$ cat src/rtl/gray_counter_core_pkg.sv
// Shared definitions for the Gray-code step counter: FSM encoding and default width.
package gray_counter_core_pkg;

  localparam int DEFAULT_N = 4;

  typedef enum logic [1:0] {
    IDLE  = 2'b00,
    RUN   = 2'b01,
    PAUSE = 2'b10
  } state_t;

endpackage

$ cat src/rtl/gray_counter_core_if.sv
// Control and count bus of the Gray-code step counter, with the FSM state exposed for checkers.
interface gray_counter_core_if
  import gray_counter_core_pkg::*;
#(
  parameter int N = DEFAULT_N
);

  // pulse is a one-cycle strobe with no back-pressure: it is consumed on the edge
  // where it is high (if the counter is running) and never held or retried.
  logic         pulse;
  logic         start;
  logic         dir;
  logic         clr;
  logic [N-1:0] gray;
  logic [N-1:0] bin;
  logic         wrap;
  logic         running;
  state_t       state;

  modport master (
    output pulse, start, dir, clr,
    input  gray, bin, wrap, running, state
  );

  modport slave (
    input  pulse, start, dir, clr,
    output gray, bin, wrap, running, state
  );

endinterface

$ cat src/rtl/gray_counter_edge.sv
// Rising-edge detector for the start request; history resets high so a level held through reset is not an edge.
module gray_counter_edge (
  input  logic clk,
  input  logic rst,
  input  logic d,
  output logic rise
);

  logic prev;

  always_ff @(posedge clk or negedge rst) begin
    if (!rst) begin
      prev <= 1'b1;
    end else begin
      prev <= d;
    end
  end

  assign rise = d & ~prev;

endmodule

$ cat src/rtl/gray_counter_core.sv
// Run/pause controlled up/down counter stepped by an external strobe, with registered binary and Gray outputs.
module gray_counter_core
  import gray_counter_core_pkg::*;
#(
  parameter int N       = DEFAULT_N,
  parameter bit WRAP_EN = 1'b1
) (
  input  logic              clk,
  input  logic              rst,
  gray_counter_core_if.slave bus
);

  localparam logic [N-1:0] MAX  = {N{1'b1}};
  localparam logic [N-1:0] ZERO = {N{1'b0}};
  localparam logic [N-1:0] ONE  = {{(N-1){1'b0}}, 1'b1};

  state_t       state;
  state_t       next_state;
  logic [N-1:0] b;
  logic [N-1:0] next_b;
  logic [N-1:0] gray_q;
  logic         wrap_q;
  logic         running_q;
  logic         wrap_nxt;
  logic         start_rise;
  logic         step;

  gray_counter_edge u_edge (
    .clk  (clk),
    .rst  (rst),
    .d    (bus.start),
    .rise (start_rise)
  );

  // A step uses the state before this edge, so a start edge in RUN still steps once.
  assign step = bus.pulse && (state == RUN);

  always_comb begin
    next_b   = b;
    wrap_nxt = 1'b0;
    if (step) begin
      if (bus.dir) begin
        if (b == MAX) begin
          if (WRAP_EN) begin
            next_b   = ZERO;
            wrap_nxt = 1'b1;
          end
        end else begin
          next_b = b + ONE;
        end
      end else begin
        if (b == ZERO) begin
          if (WRAP_EN) begin
            next_b   = MAX;
            wrap_nxt = 1'b1;
          end
        end else begin
          next_b = b - ONE;
        end
      end
    end
  end

  always_comb begin
    next_state = state;
    case (state)
      IDLE:    if (start_rise) next_state = RUN;
      RUN:     if (start_rise) next_state = PAUSE;
      PAUSE:   if (start_rise) next_state = RUN;
      default: next_state = IDLE;
    endcase
  end

  always_ff @(posedge clk or negedge rst) begin
    if (!rst) begin
      state     <= IDLE;
      b         <= ZERO;
      gray_q    <= ZERO;
      wrap_q    <= 1'b0;
      running_q <= 1'b0;
    end else if (bus.clr) begin
      state     <= IDLE;
      b         <= ZERO;
      gray_q    <= ZERO;
      wrap_q    <= 1'b0;
      running_q <= 1'b0;
    end else begin
      state     <= next_state;
      b         <= next_b;
      gray_q    <= next_b ^ (next_b >> 1);
      wrap_q    <= wrap_nxt;
      running_q <= (next_state == RUN);
    end
  end

  assign bus.bin     = b;
  assign bus.gray    = gray_q;
  assign bus.wrap    = wrap_q;
  assign bus.running = running_q;
  assign bus.state   = state;

endmodule

$ cat src/flat_wrapper.sv
// flat-port wrapper written by rule: the top's interface ports become plain ports
module gray_counter_core_flat import gray_counter_core_pkg::*;
#(
  parameter int N       = DEFAULT_N,
  parameter bit WRAP_EN = 1'b1
)
  (clk, rst, bus_pulse, bus_start, bus_dir, bus_clr, bus_gray, bus_bin, bus_wrap, bus_running, bus_state);
  gray_counter_core_if #(.N(N)) bus_i ();
  input  logic clk;
  input  logic rst;
  input wire logic [$bits(bus_i.pulse)-1:0] bus_pulse;
  input wire logic [$bits(bus_i.start)-1:0] bus_start;
  input wire logic [$bits(bus_i.dir)-1:0] bus_dir;
  input wire logic [$bits(bus_i.clr)-1:0] bus_clr;
  output wire logic [$bits(bus_i.gray)-1:0] bus_gray;
  output wire logic [$bits(bus_i.bin)-1:0] bus_bin;
  output wire logic [$bits(bus_i.wrap)-1:0] bus_wrap;
  output wire logic [$bits(bus_i.running)-1:0] bus_running;
  output wire logic [$bits(bus_i.state)-1:0] bus_state;
  assign bus_i.pulse = bus_pulse;
  assign bus_i.start = bus_start;
  assign bus_i.dir = bus_dir;
  assign bus_i.clr = bus_clr;
  assign bus_gray = bus_i.gray;
  assign bus_bin = bus_i.bin;
  assign bus_wrap = bus_i.wrap;
  assign bus_running = bus_i.running;
  assign bus_state = bus_i.state;
  gray_counter_core #(.N(N), .WRAP_EN(WRAP_EN)) u_core (.clk(clk), .rst(rst), .bus(bus_i));
endmodule
$ cat config.mk
export PLATFORM = sky130hd
export DESIGN_NAME = gray_counter_core_flat
export DESIGN_NICKNAME = d
export VERILOG_FILES = /design/src/rtl/gray_counter_core_pkg.sv /design/src/rtl/gray_counter_core_if.sv /design/src/rtl/gray_counter_edge.sv /design/src/rtl/gray_counter_core.sv /design/src/flat_wrapper.sv
export SDC_FILE = /design/constraint.sdc
export NUM_CORES = 1
export LEC_CHECK = 0
export BUFFER_PORTS_ARGS = -buffer_cell sky130_fd_sc_hd__buf_2
export CAP_MARGIN = 20
export CORE_ASPECT_RATIO = 0.7
export CORE_MARGIN = 2
export CORE_UTILIZATION = 32
export CTS_CLUSTER_DIAMETER = 60
export CTS_CLUSTER_SIZE = 14
export DETAILED_ROUTE_END_ITERATION = 8
export SKIP_CTS_REPAIR_TIMING = 1
export SYNTH_ARGS = -nofsm -noshare
export SYNTH_HDL_FRONTEND = slang
export SYNTH_SLANG_ARGS = --single-unit
$ cat constraint.sdc
create_clock -name clk -period 2.73 [get_ports clk]
set_input_delay 0.819 -clock clk [delete_from_list [all_inputs] [get_ports clk]]
set_output_delay 0.819 -clock clk [all_outputs]
set_load 0.02 [all_outputs]
==> impl_metrics.toml, run 1 <==
[drt]
drtPass1Iterations = 4
route.top_layer_used = "met3"
dr_wl_met2_um = 460
wl_met3_um = 85
drtIter0Drc = 7
drc = 0
wirelength_um = 1100
avgRoutedWirePerCell_um = 10.9
vias_per_cell = 4.81
ant_nets = 0
m1WireLength_um = 552
via_count = 486

[power_and_ir_drop]
total_power_mw = 0.402
p_leak_nw = 0.384
seq_power_share = 0.488
vdd_ir_drop_max_uv = 255
p_sw_mw = 0.105
p_clk_frac = 0.341
p_sw_frac = 0.260
p_per_area_nw_per_um2 = 531
p_comb_frac = 0.171
intPower_mw = 0.297

[worst_setup_path]
critPathArrivalTime_ns = 2.12
crit_required_ns = 2.89
cp-start-kind = "flip-flop"
slowest_delay_ns = 0.61
critPathKind = "flip-flop to flip-flop"
endpoint_kind = "flip-flop"
crit_fanout = 8
slowest_stage = "or4b_2"
cp_cell_sequence = "inv_1 -> ha_1 -> or4b_2 -> a31oi_1 -> xor2_1 -> nor2_1"

[yosys]
synth_seq_area_share = 0.487
netlist_instances = 60
ys.flop_type = "dfrtp_1"
synthTopCellsByCount = "11 x dfrtp_1, 11 x nor2_1, 4 x a21oi_1, 4 x nor2b_1"
yosys_warnings = 0
syn_area_um2 = 619
synth_top_area_share = 0.444
syn_area_per_cell_um2 = 10.3
yosysTopAreaCell = "dfrtp_1"
async_reset_ff_frac = 1.00
synth-edff-count = 0
synth_seq_cells = 12
synth_cell_types = 29
syn_nets = 68
synth_area_leaders = "dfrtp_1 44%, nor2_1 6.7%, dfstp_2 4.2%"

[timing]
timing.final.crit_period_ns = 1.96
timing.fmax_mhz = 510
setup_ws_ns = 0.767
tightest_slew_ns = 0.329
fin_skew_ns = 0.00134
slew_headroom = 0.780
finalSetupViolations = 0
hold_viol = 0
rsz0062_at_grt = "no"
post-route-period-util = 0.719
tns_ns = 0
final-max-slew-violation-count = 0

[global_route]
gr-total-overflow = 0
antenna_found_initial = 0
grt_pass1_wl_um = 1820
grt_max_degree = 13
first_global_vias = 408
track_usage = 0.111

[cts]
clock_sinks = 12
cts_buffers = 3
clk_latency_ns = 0.27
root_buffer = "clkbuf_4"
clockBufferDepth = 2
cts_tree = "built"
h-tree-depth = 1
clkSlewWorstSetupHoldPaths_ns = 0.07

[run]
drv_cap = 0

[min_path]
hold_class = "input pin to async pin"

[floorplan]
die_area_um2 = 2310
start_util = 0.337
io_pins = 18
row_count = 13
coreArea_um2 = 1840
die_x_um = 56.6
die_y_um = 40.8

[final_layout]
stdcell_count = 101
final_nets = 88
drive_above_1_share = 0.316
diodes = 0
syn_to_final_growth_pct = 22.2
post-route-util = 0.412

[placement]
place_inst = 97
io_buffers = 17
dp_slack_ns = 0.541
gp_congestion = 0.824
place_hpwl_um = 842

[outcome]
outcome = "complete, no violations"
## worst max-delay path: cells and delay by family (launching register included)
kind	cells	cell delay (ns)
XOR/XNOR	1	0.17
flip-flops	1	0.47
AO/OA/AOI/OAI	1	0.26
buffers and inverters	1	0.11
AND/OR/NAND/NOR	2	0.66
adder cells (fa/ha/maj)	1	0.19
## per-layer routing
metal,vias to the layer above,track usage
met1,226,0.138
met5,-,0
li1,247,-
met2,13,0.166
met3,0,0.0726
met4,0,0.0179
## cell families (layout without fill, tap and decap cells)
group	count (synthesis)	after routing	share of synthesized area
multiplexers	3	3	0.0525
buffers and inverters	4	23	0.0303
flip-flops	12	12	0.487
adder cells (fa/ha/maj)	2	2	0.0404
AND/OR/NAND/NOR	24	24	0.216
XOR/XNOR	4	4	0.0566
AO/OA/AOI/OAI	11	11	0.117
## final timing paths
path                                               startpoint                            end  slack [ns]  cells after the start
worst max-delay path              u_core.bus.bin[0]$_DFF_PN0_   u_core.bus.gray[0]$_DFF_PN0_        0.77                      6
worst min-delay path                                      rst      u_core.bus.wrap$_DFF_PN0_        0.41                      1
worst max register to register    u_core.bus.bin[0]$_DFF_PN0_   u_core.bus.gray[0]$_DFF_PN0_        0.77                      6
worst min register to register  u_core.bus.state[1]$_DFF_PN0_  u_core.bus.state[1]$_DFF_PN0_        0.57                      2
max in group asynchronous                                 rst   u_core.u_edge.prev$_DFF_PN1_        2.05                      1
min in group clk                u_core.bus.state[1]$_DFF_PN0_  u_core.bus.state[1]$_DFF_PN0_        0.57                      2
## power groups by stage
stage | combinational, mW | sequential [mW] | clock [mW]
floorplan | 0.0363 | 0.209 | 0
global placement | 0.0691 | 0.199 | 0
detailed placement | 0.0698 | 0.199 | 0
CTS | 0.0699 | 0.196 | 0.142
global route | 0.0782 | 0.198 | 0.153
finish | 0.0689 | 0.196 | 0.137
## final cells by class
cell class	count	area, um2
inverters	2	7.51
flip-flops and latches	12	302
well taps	22	27.5
repair buffers	17	85.1
clock buffers	4	36.3
fillers	176	1080
multi-input cells	44	299
## cell usage in the layout, fill, tap and decap left out, drive strengths merged
cell type / netlist / routed
nand2: 1 / 1
mux2: 2 / 2
dfrtp: 11 / 11
a31oi: 1 / 1
dfstp: 1 / 1
nand4: 1 / 1
buf: 1 / 17
and3b: 1 / 1
or2b: 1 / 1
o22ai: 1 / 1
xor2: 2 / 2
xnor2: 2 / 2
nor2: 11 / 11
or4b: 2 / 2
clkbuf: 1 / 4
nand2b: 2 / 2
nand3b: 1 / 1
o31ai: 1 / 1
nor2b: 4 / 4
ha: 2 / 2
a21o: 1 / 1
a21boi: 1 / 1
a211oi: 1 / 1
mux2i: 1 / 1
inv: 2 / 2
o311a: 1 / 1
a21oi: 4 / 4
## through the flow
stage,cell area [um2],hold WS (ns)
finish,757,0.411
global route,757,0.411
CTS,757,0.409
detailed placement,721,0.560
global placement,721,0.551
floorplan,619,0.523
## sequential cells by signal, indices dropped and copies added (netlist names)
name                count
u_core.u_edge.prev      1
u_core.bus.wrap         1
u_core.bus.state        2
u_core.bus.gray         3
u_core.bus.running      1
u_core.bus.bin          4
Power figures use the tool's default switching activity.
==> inputs of run 2 (changes only) <==
==> constraint.sdc (replaced) <==
create_clock -name clk -period 1.6 [get_ports clk]
set_input_delay 0.48 -clock clk [delete_from_list [all_inputs] [get_ports clk]]
set_output_delay 0.48 -clock clk [all_outputs]
set_load 0.02 [all_outputs]
==> impl_metrics.toml, run 2 (synthesized netlist as in run 1, its figures left out) <==
[cts]
clk_latency_ns = 0.27
clockBufferDepth = 2
cts_tree = "built"
clock_sinks = 12
cts_buffers = 3
root_buffer = "clkbuf_4"
h-tree-depth = 1
clkSlewWorstSetupHoldPaths_ns = 0.08

[timing]
timing.final.crit_period_ns = 1.77
tightest_slew_ns = 0.284
hold_viol = 0
finalSetupViolations = 5
rsz0062_at_grt = "yes"
timing.fmax_mhz = 566
tns_ns = -0.375
setup_ws_ns = -0.167
final-max-slew-violation-count = 0
post-route-period-util = 1.10
fin_skew_ns = 0.00736
slew_headroom = 0.809

[floorplan]
io_pins = 18
die_x_um = 56.6
die_area_um2 = 2310
row_count = 13
coreArea_um2 = 1840
die_y_um = 40.8
start_util = 0.337

[placement]
io_buffers = 17
place_inst = 111
gp_congestion = 0.805
place_hpwl_um = 1050
dp_slack_ns = -0.220
dpl_cell_area_um2 = 840

[final_layout]
diodes = 0
stdcell_count = 116
largest_reg_flops = 4
fillers = 189
final_cell_mix = "17 x buf_2, 14 x buf_4, 11 x nor2_1"
syn_to_final_growth_pct = 50.5
stdcell_area_um2 = 932
post-route-util = 0.507
final_nets = 103
drive_above_1_share = 0.543
layout_commonest_cell = "buf_2"

[drt]
drtIter0Drc = 15
drtPass1Iterations = 4
ant_nets = 0
drc = 0
vias_per_cell = 4.78
avgRoutedWirePerCell_um = 12.9
via_count = 554
wirelength_um = 1500

[worst_setup_path]
r2r_slack_ns = -0.17
rr_endpoint = "u_core.bus.gray[2]$_DFF_PN0_"
critPathKind = "flip-flop to flip-flop"
crit-reg2reg-launch = "u_core.bus.bin[1]$_DFF_PN0_"
cp.depth = 5
cp-start-kind = "flip-flop"
r2r_cells = 5
critPathBufInv = 0
endpoint_kind = "flip-flop"
crit_fanout = 5
cp_cell_sequence = "or4b_1 -> o311a_1 -> o22ai_2 -> a21oi_2 -> mux2_4"
critPathArrivalTime_ns = 1.92
slowest_stage = "or4b_1"
slowest_delay_ns = 0.53
crit_required_ns = 1.76
cpLargestDelayFamily = "simple AND/OR/NAND/NOR gates"

[global_route]
first_global_vias = 494
grt_max_degree = 13
antenna_found_initial = 0
track_usage = 0.137
gr-total-overflow = 0
grt_pass1_wl_um = 2180

[power_and_ir_drop]
p_leak_nw = 0.459
p_per_area_nw_per_um2 = 791
vdd_ir_drop_max_uv = 532

[min_path]
hold_class = "input pin to async pin"

[outcome]
outcome = "finished with violations"
violations = "setup timing"

[run]
drv_cap = 0
-- run 2: layout make-up --
cell class              instances  area (um2)  share of cell area
multi-input cells              44         354               0.380
flip-flops and latches         12         305               0.328
repair buffers                 32         201               0.216
clock buffers                   4        36.3              0.0389
well taps                      22        27.5              0.0295
inverters                       2        7.51             0.00805
-- run 2: power breakdown --
group          leakage, nW  switching [mW]  internal, mW
registers            0.156          0.0135         0.321
clock network       0.0210          0.0999         0.138
logic                0.282          0.0875        0.0777
-- run 2: worst max-delay path by stage --
| stage | startpoint | to | slack [ns] |
|---|---|---|---|
| detailed placement | u_core.bus.bin[0]$_DFF_PN0_ | u_core.bus.gray[2]$_DFF_PN0_ | -0.22 |
| floorplan | u_core.bus.bin[1]$_DFF_PN0_ | u_core.bus.gray[2]$_DFF_PN0_ | -0.14 |
| CTS | u_core.bus.bin[0]$_DFF_PN0_ | u_core.bus.gray[2]$_DFF_PN0_ | -0.24 |
| global placement | u_core.bus.bin[0]$_DFF_PN0_ | u_core.bus.gray[2]$_DFF_PN0_ | -0.17 |
| finish | u_core.bus.bin[1]$_DFF_PN0_ | u_core.bus.gray[2]$_DFF_PN0_ | -0.17 |
| global route | u_core.bus.bin[1]$_DFF_PN0_ | u_core.bus.gray[0]$_DFF_PN0_ | -0.22 |
-- run 2: per-stage QoR --
stage / hold WS (ns) / total power, mW
2_1_floorplan: 0.184 / 0.424
4_1_cts: 0.0629 / 0.734
6_report: 0.0639 / 0.738
3_3_place_gp: 0.369 / 0.486
3_5_place_dp: 0.370 / 0.488
5_1_grt: 0.0523 / 0.784
-- run 2: worst reg2reg max path: cells and delay by family (launching register included) --
kind             cells  cell delay [ns]
AO/OA/AOI/OAI        3             0.38
flip-flops           1             0.45
multiplexers         1             0.30
AND/OR/NAND/NOR      1             0.53
-- run 2: layer usage --
layer	up-vias	global-route usage	part of all wire
met5	-	0	0
met2	18	0.206	0.46
met4	0	0.0774	0.013
met1	258	0.159	0.46
li1	276	-	-
met3	2	0.0757	0.067
==> inputs of run 3 (changes only) <==
--- a/config.mk
+++ b/config.mk
@@ -13,6 +13,7 @@
 export CTS_CLUSTER_DIAMETER = 60
 export CTS_CLUSTER_SIZE = 14
 export DETAILED_ROUTE_END_ITERATION = 8
+export PLACE_DENSITY = 0.56
 export SKIP_CTS_REPAIR_TIMING = 1
 export SYNTH_ARGS = -nofsm -noshare
 export SYNTH_HDL_FRONTEND = slang
==> impl_metrics.toml, run 3 (synthesized netlist as in run 1, its figures left out) <==
[outcome]
outcome = "finished with violations"
violations = "setup timing"

[min_path]
hold_class = "input pin to async pin"

[cts]
cts_tree = "built"
clk_latency_ns = 0.27
root_buffer = "clkbuf_4"
cts_buffers = 3
clockBufferDepth = 2
h-tree-depth = 1
clkSlewWorstSetupHoldPaths_ns = 0.08
clock_sinks = 12

[timing]
hold_viol = 0
finalSetupViolations = 5
hold_slack_ns = 0.0676
final-max-slew-violation-count = 0
setup_ws_ns = -0.190
timing.fmax_mhz = 559
post-route-period-util = 1.12
fin_skew_ns = 0.00386
rsz0062_at_grt = "yes"
tightest_slew_ns = 0.276
slew_headroom = 0.814
timing.final.crit_period_ns = 1.79

[worst_setup_path]
critPathArrivalTime_ns = 1.95
rr_endpoint = "u_core.bus.gray[2]$_DFF_PN0_"
crit_required_ns = 1.76
critPathKind = "flip-flop to flip-flop"
slowest_stage = "or4b_4"
crit-reg2reg-launch = "u_core.bus.bin[2]$_DFF_PN0_"
r2r_cells = 5
cp-start-kind = "flip-flop"
r2r_slack_ns = -0.19
endpoint_kind = "flip-flop"
slowest_delay_ns = 0.54
cp_cell_sequence = "or4b_4 -> o311a_1 -> o22ai_2 -> a21oi_2 -> mux2_4"
crit_fanout = 5

[power_and_ir_drop]
p_leak_nw = 0.460
p_per_area_nw_per_um2 = 801
vdd_ir_drop_max_uv = 527

[drt]
drtPass1Iterations = 2
wirelength_um = 1430
drc = 0
drtIter0Drc = 5
via_count = 530
avgRoutedWirePerCell_um = 12.5
vias_per_cell = 4.61
ant_nets = 0

[final_layout]
diodes = 0
stdcell_area_um2 = 927
final_nets = 102
layout_commonest_cell = "buf_2"
post-route-util = 0.504
largest_reg_flops = 4
syn_to_final_growth_pct = 49.7
fillers = 184
drive_above_1_share = 0.570
final_cell_mix = "17 x buf_2, 14 x buf_4, 11 x nor2_1"

[placement]
place_hpwl_um = 1030
dpl_cell_area_um2 = 832
io_buffers = 17
gp_congestion = 0.793

[global_route]
grt_max_degree = 13
first_global_vias = 451
grt_pass1_wl_um = 2170
track_usage = 0.134
antenna_found_initial = 0
gr-total-overflow = 0

[floorplan]
die_area_um2 = 2310
row_count = 13
io_pins = 18
die_x_um = 56.6
start_util = 0.337
die_y_um = 40.8
coreArea_um2 = 1840

[run]
drv_cap = 0
run 3: how the worst max path moves through the flow:
stage                     cells past startpoint                         from                            to
after floorplan                               5  u_core.bus.bin[1]$_DFF_PN0_  u_core.bus.gray[2]$_DFF_PN0_
after global placement                        5  u_core.bus.bin[1]$_DFF_PN0_  u_core.bus.gray[2]$_DFF_PN0_
after detailed placement                      5  u_core.bus.bin[1]$_DFF_PN0_  u_core.bus.gray[2]$_DFF_PN0_
after CTS                                     5  u_core.bus.bin[1]$_DFF_PN0_  u_core.bus.gray[2]$_DFF_PN0_
after global routing                          5  u_core.bus.bin[0]$_DFF_PN0_  u_core.bus.gray[2]$_DFF_PN0_
final                                         5  u_core.bus.bin[2]$_DFF_PN0_  u_core.bus.gray[2]$_DFF_PN0_
run 3: power breakdown:
part           internal, mW  leakage [nW]  switching, mW  total (mW)
Sequential            0.321         0.156         0.0120       0.333
Clock                 0.138        0.0210          0.101       0.239
Combinational        0.0819         0.283         0.0886       0.171
run 3: cell type report:
cell class | instances | area (um2) | area share
Multi-Input combinational cell | 44 | 360 | 0.389
Sequential cell | 12 | 305 | 0.329
Tap cell | 22 | 27.5 | 0.0297
Inverter | 2 | 7.51 | 0.00810
Clock buffer | 4 | 36.3 | 0.0391
Timing Repair Buffer | 31 | 190 | 0.205
run 3: per-stage QoR:
| stage | worst slack [ns] | setup TNS [ns] | instances | power, mW |
|---|---|---|---|---|
| finish | -0.190 | -0.503 | 115 | 0.742 |
| global route | -0.251 | -0.881 | 115 | 0.793 |
| CTS | -0.177 | -0.493 | 114 | 0.729 |
| detailed placement | -0.161 | -0.413 | 110 | 0.487 |
| global placement | -0.131 | -0.355 | 110 | 0.485 |
| floorplan | -0.142 | -0.257 | 60 | 0.424 |
run 3: routing by layer:
metal,share of wire,vias to the layer above,global-route usage
met5,0,-,0
met4,0,0,0.0357
met2,0.48,11,0.201
met3,0.046,0,0.0662
met1,0.47,246,0.173
li1,-,273,-
run 3: critical path, delay by kind of cell, from the launching register on:
| kind | cells | cell delay (ns) |
|---|---|---|
| AO/OA/AOI/OAI | 3 | 0.40 |
| flip-flops | 1 | 0.44 |
| multiplexers | 1 | 0.29 |
| AND/OR/NAND/NOR | 1 | 0.54 |
